--- config.mk ---
export PLATFORM = sky130hd
export DESIGN_NAME = cselsub_pipe
export DESIGN_NICKNAME = d
export VERILOG_FILES = /design/src/rtl/cselsub_pkg.sv /design/src/rtl/csel_half_add.sv /design/src/rtl/cselsub_pipe.sv
export SDC_FILE = /design/constraint.sdc
export NUM_CORES = 1
export LEC_CHECK = 0
export ABC_AREA = 1
export ABC_CLOCK_PERIOD_IN_PS = 3900
export BUFFER_PORTS_ARGS = -buffer_cell sky130_fd_sc_hd__buf_2
export CAP_MARGIN = 15
export CORE_ASPECT_RATIO = 0.7
export CORE_MARGIN = 8
export CORE_UTILIZATION = 40
export DETAILED_ROUTE_END_ITERATION = 10
export PLACE_DENSITY_LB_ADDON = 0.1
export RECOVER_POWER = 50
export SLEW_MARGIN = 20
export SYNTH_ARGS = -nofsm -noshare
export SYNTH_HDL_FRONTEND = slang
export SYNTH_SLANG_ARGS = --single-unit
export TNS_END_PERCENT = 1
--- constraint.sdc ---
create_clock -name clk -period 3.9 [get_ports clk]
set_input_delay 0.78 -clock clk [delete_from_list [all_inputs] [get_ports clk]]
set_output_delay 0.78 -clock clk [all_outputs]
set_load 0.02 [all_outputs]
--- src/rtl/cselsub_pkg.sv ---
// ----------------------------------------------------------------------------
// cselsub_pkg
// Shared constants and types for the pipelined carry-select subtractor.
//   WIDTH_DEFAULT / HALF_DEFAULT : default operand width and half width
//   result_t                     : {diff, no_borrow, ovf, zero} result bundle
//   SAT_POS / SAT_NEG            : saturation limits at the default width
// ----------------------------------------------------------------------------
package cselsub_pkg;

   localparam int WIDTH_DEFAULT = 32;
   localparam int HALF_DEFAULT  = WIDTH_DEFAULT / 2;

   typedef struct packed {
      logic [WIDTH_DEFAULT-1:0] diff;
      logic                     no_borrow;
      logic                     ovf;
      logic                     zero;
   } result_t;

   localparam logic [WIDTH_DEFAULT-1:0] SAT_POS = {1'b0, {(WIDTH_DEFAULT-1){1'b1}}};
   localparam logic [WIDTH_DEFAULT-1:0] SAT_NEG = {1'b1, {(WIDTH_DEFAULT-1){1'b0}}};

endpackage

--- src/rtl/csel_half_add.sv ---
// ----------------------------------------------------------------------------
// csel_half_add
// Plain W-bit adder with carry-in and carry-out, used as the building block
// for the low half and both speculative high halves of the subtractor.
//   a, b  in  W   addends
//   cin   in  1   carry-in
//   sum   out W   a + b + cin (mod 2^W)
//   cout  out 1   carry-out
// ----------------------------------------------------------------------------
module csel_half_add #(
   parameter int W = 16
) (
   input  logic [W-1:0] a,
   input  logic [W-1:0] b,
   input  logic         cin,
   output logic [W-1:0] sum,
   output logic         cout
);

   assign {cout, sum} = {1'b0, a} + {1'b0, b} + {{W{1'b0}}, cin};

endmodule

--- src/rtl/cselsub_pipe.sv ---
// ----------------------------------------------------------------------------
// cselsub_pipe
// Two-stage pipelined carry-select subtractor: diff = a - b = a + ~b + 1.
// Stage 1 registers the low-half sum and carry plus the raw high operands;
// stage 2 computes the high half for both carry-ins, selects with the
// registered low carry and registers the result and flags.
// Optional build macro: CSELSUB_SAT_EN -- saturate diff on signed overflow.
//   clk        in   1      rising-edge clock
//   rst_n      in   1      asynchronous active-low reset
//   in_valid   in   1      a/b valid
//   in_ready   out  1      a/b accepted this cycle when in_valid
//   a, b       in   WIDTH  minuend, subtrahend
//   out_valid  out  1      result fields valid
//   out_ready  in   1      consumer takes the result this cycle
//   diff       out  WIDTH  a - b (wrapped, or saturated with CSELSUB_SAT_EN)
//   no_borrow  out  1      1 when a >= b unsigned
//   ovf        out  1      signed overflow of a - b
//   zero       out  1      diff == 0
// ----------------------------------------------------------------------------
module cselsub_pipe
   import cselsub_pkg::*;
#(
   parameter int WIDTH = WIDTH_DEFAULT
) (
   input  logic             clk,
   input  logic             rst_n,
   input  logic             in_valid,
   output logic             in_ready,
   input  logic [WIDTH-1:0] a,
   input  logic [WIDTH-1:0] b,
   output logic             out_valid,
   input  logic             out_ready,
   output logic [WIDTH-1:0] diff,
   output logic             no_borrow,
   output logic             ovf,
   output logic             zero
);

   localparam int HALF = WIDTH / 2;

   // ------------------------------------------------------------------
   // Handshake
   // ------------------------------------------------------------------
   logic s1_valid_reg;
   logic s2_valid_reg;
   logic s2_load;
   logic s1_load;

   assign s2_load  = !s2_valid_reg || out_ready;
   assign in_ready = !s1_valid_reg || s2_load;
   assign s1_load  = in_valid && in_ready;

   // ------------------------------------------------------------------
   // Stage 1: low half of a + ~b + 1
   // ------------------------------------------------------------------
   logic [HALF-1:0] b_lo_inv;
   logic [HALF-1:0] lo_sum;
   logic            lo_cout;

   assign b_lo_inv = ~b[HALF-1:0];

   csel_half_add #(.W(HALF)) u_lo (
      .a    (a[HALF-1:0]),
      .b    (b_lo_inv),
      .cin  (1'b1),
      .sum  (lo_sum),
      .cout (lo_cout)
   );

   logic [HALF-1:0] lo_reg;
   logic            c_lo_reg;
   logic [HALF-1:0] a_hi_reg;
   logic [HALF-1:0] b_hi_inv_reg;

   always_ff @(posedge clk or negedge rst_n) begin
      if (!rst_n) begin
         s1_valid_reg <= 1'b0;
         lo_reg       <= '0;
         c_lo_reg     <= 1'b0;
         a_hi_reg     <= '0;
         b_hi_inv_reg <= '0;
      end else if (in_ready) begin
         // An empty-or-draining stage 1 follows in_valid; data only on accept.
         s1_valid_reg <= in_valid;
         if (s1_load) begin
            lo_reg       <= lo_sum;
            c_lo_reg     <= lo_cout;
            a_hi_reg     <= a[WIDTH-1:HALF];
            b_hi_inv_reg <= ~b[WIDTH-1:HALF];
         end
      end
   end

   // ------------------------------------------------------------------
   // Stage 2: speculative high halves for carry-in 0 and 1
   // ------------------------------------------------------------------
   logic [HALF-1:0] hi_sum  [2];
   logic            hi_cout [2];

   for (genvar gi = 0; gi < 2; gi++) begin : g_hi
      csel_half_add #(.W(HALF)) u_hi (
         .a    (a_hi_reg),
         .b    (b_hi_inv_reg),
         .cin  ((gi == 1) ? 1'b1 : 1'b0),
         .sum  (hi_sum[gi]),
         .cout (hi_cout[gi])
      );
   end

   logic [HALF-1:0]  hi_sel;
   logic             carry_sel;
   logic [WIDTH-1:0] raw_diff;
   logic             a_msb;
   logic             b_msb;
   logic             ovf_next;
   logic [WIDTH-1:0] diff_next;
   logic             zero_next;

   assign hi_sel    = c_lo_reg ? hi_sum[1]  : hi_sum[0];
   assign carry_sel = c_lo_reg ? hi_cout[1] : hi_cout[0];
   assign raw_diff  = {hi_sel, lo_reg};
   assign a_msb     = a_hi_reg[HALF-1];
   assign b_msb     = ~b_hi_inv_reg[HALF-1];

   // Overflow only possible when operand signs differ; then the result
   // must carry the sign of the minuend.
   assign ovf_next  = (a_msb != b_msb) && (raw_diff[WIDTH-1] != a_msb);

`ifdef CSELSUB_SAT_EN
   localparam logic [WIDTH-1:0] SAT_HI = {1'b0, {(WIDTH-1){1'b1}}};
   localparam logic [WIDTH-1:0] SAT_LO = {1'b1, {(WIDTH-1){1'b0}}};

   assign diff_next = ovf_next ? (a_msb ? SAT_LO : SAT_HI) : raw_diff;
`else
   assign diff_next = raw_diff;
`endif

   assign zero_next = (diff_next == '0);

   logic [WIDTH-1:0] diff_reg;
   logic             no_borrow_reg;
   logic             ovf_reg;
   logic             zero_reg;

   always_ff @(posedge clk or negedge rst_n) begin
      if (!rst_n) begin
         s2_valid_reg  <= 1'b0;
         diff_reg      <= '0;
         no_borrow_reg <= 1'b0;
         ovf_reg       <= 1'b0;
         zero_reg      <= 1'b0;
      end else if (s2_load) begin
         s2_valid_reg <= s1_valid_reg;
         if (s1_valid_reg) begin
            diff_reg      <= diff_next;
            no_borrow_reg <= carry_sel;
            ovf_reg       <= ovf_next;
            zero_reg      <= zero_next;
         end
      end
   end

   assign out_valid = s2_valid_reg;
   assign diff      = diff_reg;
   assign no_borrow = no_borrow_reg;
   assign ovf       = ovf_reg;
   assign zero      = zero_reg;

endmodule

==> metrics <==
status finished with violations; failing checks max-capacitance violations, max-slew violations; post-route setup slack 1140 ps; Hold Vio Cnt, Final 0; Post-synth EDFFs 0; count leader, synth nand2_1; CP startpoint a_hi_reg[0]; CP endpoint kind flop; met2 Track Usage GR 0.222; Area Growth Syn to Fin 18.0%; Max Clock Skew 4.41 ps; synth top area cells dfrtp_1 38%, nand2_1 18%, ha_1 7.3%; setup_tns 0 ps; max frequency 0.363 GHz; Setup Buffers After CTS 0; total clock buffers created by CTS 9; Most used DFF post-synth dfrtp_1; number of nets in the layout 988; Die W 158 microns; worst reg2reg path startpoint a_hi_reg[0]; CP Buf/Inv Count 1; Final setup viols 0; clk_lat worst skew 350 ps; Worst Max-Slew Pin Slew 1910 ps; clock root buffer clkbuf_16; CP max stage cell fa_1; CTS tree yes; global route hottest layer met1; critical path class flop to flop; first-pass GRT wire length 24700 microns; hold_sp s1_valid_reg; Critical Path AT 3040 ps; Post-synth top cells 272 x nand2_1, 93 x inv_1, 86 x dfrtp_1; Most common cell on crit path nand2_1; Synth area leader dfrtp_1; initial core utilization 0.408; FFs w/ async S/R, synth 1.00; Total GRT Usage 0.172; largest net degree at the start of global routing 77; IO Port Bufs 104; initial antenna violation count 0; Die Area 0.0183 sq mm; R2R Setup Slk 1140 ps; H-tree depth 3; GR Overflow Total 0; cell family with most CP delay simple AND/OR/NAND/NOR gates; die height 116 microns; clk sink count 86; clk slew on worst S/H paths 70 ps; # IOs 105; vias 5272; Detailed Route Iter0 Violations 339; Worst slew margin -0.275; Place WS 988 ps; max_cap viols 1; max incr delay on CP 550 ps; Unique masters post-synth 39; row count 36; Final Max Slew Viols 77; syn avg cell area 7.23 sq um; Gate Count Post-Synth 783; flip-flop count of the largest register after layout 32; vias in the first global route 4885; Power Density 567 mW/mm^2; crit-path cells ha_1, fa_1, ha_1, nand2_1, nor2_2, nand3_4, nor2_4, nand3_2, nor2_4, nand4_2, nand2_1, inv_1, nor2_1, nand3_1, nand2_1; worst min path class flop to flop; hold_buf cts 0; dpl cell area 0.00639 sq mm; Min Hold Slack 476 ps; TritonRoute pass-1 iters 5; Antenna Violating Nets Remaining 0; WL/cell 14.3 microns; layout cell share with drive strength beyond 1 0.190; Post-CTS Resized 0; core area 0.0139 sq mm; antenna diode count 0; post-DP HPWL 12500 microns; GR Util met1 0.275; DRT Wirelength 15400 microns; sequential area share after synthesis 0.380; CP required 4190 ps; flop and latch count out of synthesis 86; Tmin final 2760 ps; share of the synthesized area in the top cell type 0.380; syn_nets 886; Mapped Area 0.00566 sq mm; post-route cell area 0.00668 sq mm; vias per cell 4.88; worst-path maximum fanout 5; # DRC 0; unrepaired setup endpoints after global routing no; Bufs on Longest Clock Path 2; period utilization 0.707; gpl congestion 0.840; met3 usage 0.0440; total of warnings raised by yosys 0; CP startpoint kind flop; VDD IR-drop max 0.233 mV; P_leak 3.58 nW
[tightest hold or removal path, cell delays in order (launching register included)]
cell	delay [ps]
dfrtp_1	340
inv_1	50
nand2_1	50
[cells in the final DEF, fill, tap and decap left out, types with 13 or more instances in the layout]
cell / count
nand2_2: 21
dfrtp_1: 86
nand2_1: 271
inv_1: 93
buf_2: 87
ha_1: 33
clkbuf_1: 17
o21ai_0: 61
a21oi_1: 20
nor2_2: 13
nand4_1: 15
nor2_1: 36
nand3_1: 48
[routing by layer]
| metal | wire length [microns] | share of wire |
|---|---|---|
| met1 | 8540 | 0.55 |
| met2 | 5610 | 0.36 |
| met3 | 1130 | 0.073 |
| met4 | 136 | 0.0088 |
| met5 | 0 | 0 |
[where the power goes]
group / switching, mW / total (mW) / internal, mW
logic: 1.11 / 1.63 / 0.518
registers: 0.132 / 1.25 / 1.12
clock network: 0.392 / 0.903 / 0.511
total: 1.64 / 3.79 / 2.15
[kinds of logic after synthesis]
logic type / Yosys count / synth area share
flip-flops: 86 / 0.380
AO/OA/AOI/OAI: 107 / 0.104
XOR/XNOR: 11 / 0.0170
adder cells (fa/ha/maj): 35 / 0.0800
AND/OR/NAND/NOR: 428 / 0.341
buffers and inverters: 116 / 0.0776
[through the flow]
stage,util,cells,power [mW]
6_report,0.482,1080,3.79
5_1_grt,0.482,1080,4.10
4_1_cts,0.483,1080,3.84
3_5_place_dp,0.461,1064,2.92
3_3_place_gp,0.461,1064,2.89
2_1_floorplan,-,783,2.41
[worst paths after layout]
check	end	cells past startpoint
setup / recovery	zero	15
hold reg to reg	out_valid	2
setup reg to reg	zero	15
hold / removal	out_valid	2
max in group asynchronous	b_hi_inv_reg[3]	2
min in group asynchronous	b_hi_inv_reg[10]	1
[area by class of cell]
class / instances / area [sq um]
Multi-Input combinational cell: 581 / 3070
Tap cell: 190 / 238
Fill cell: 1444 / 7190
Clock inverter: 7 / 90.1
Timing Repair Buffer: 109 / 534
Sequential cell: 86 / 2150
Inverter: 98 / 370
Clock buffer: 9 / 225
Power figures use the tool's default switching activity.
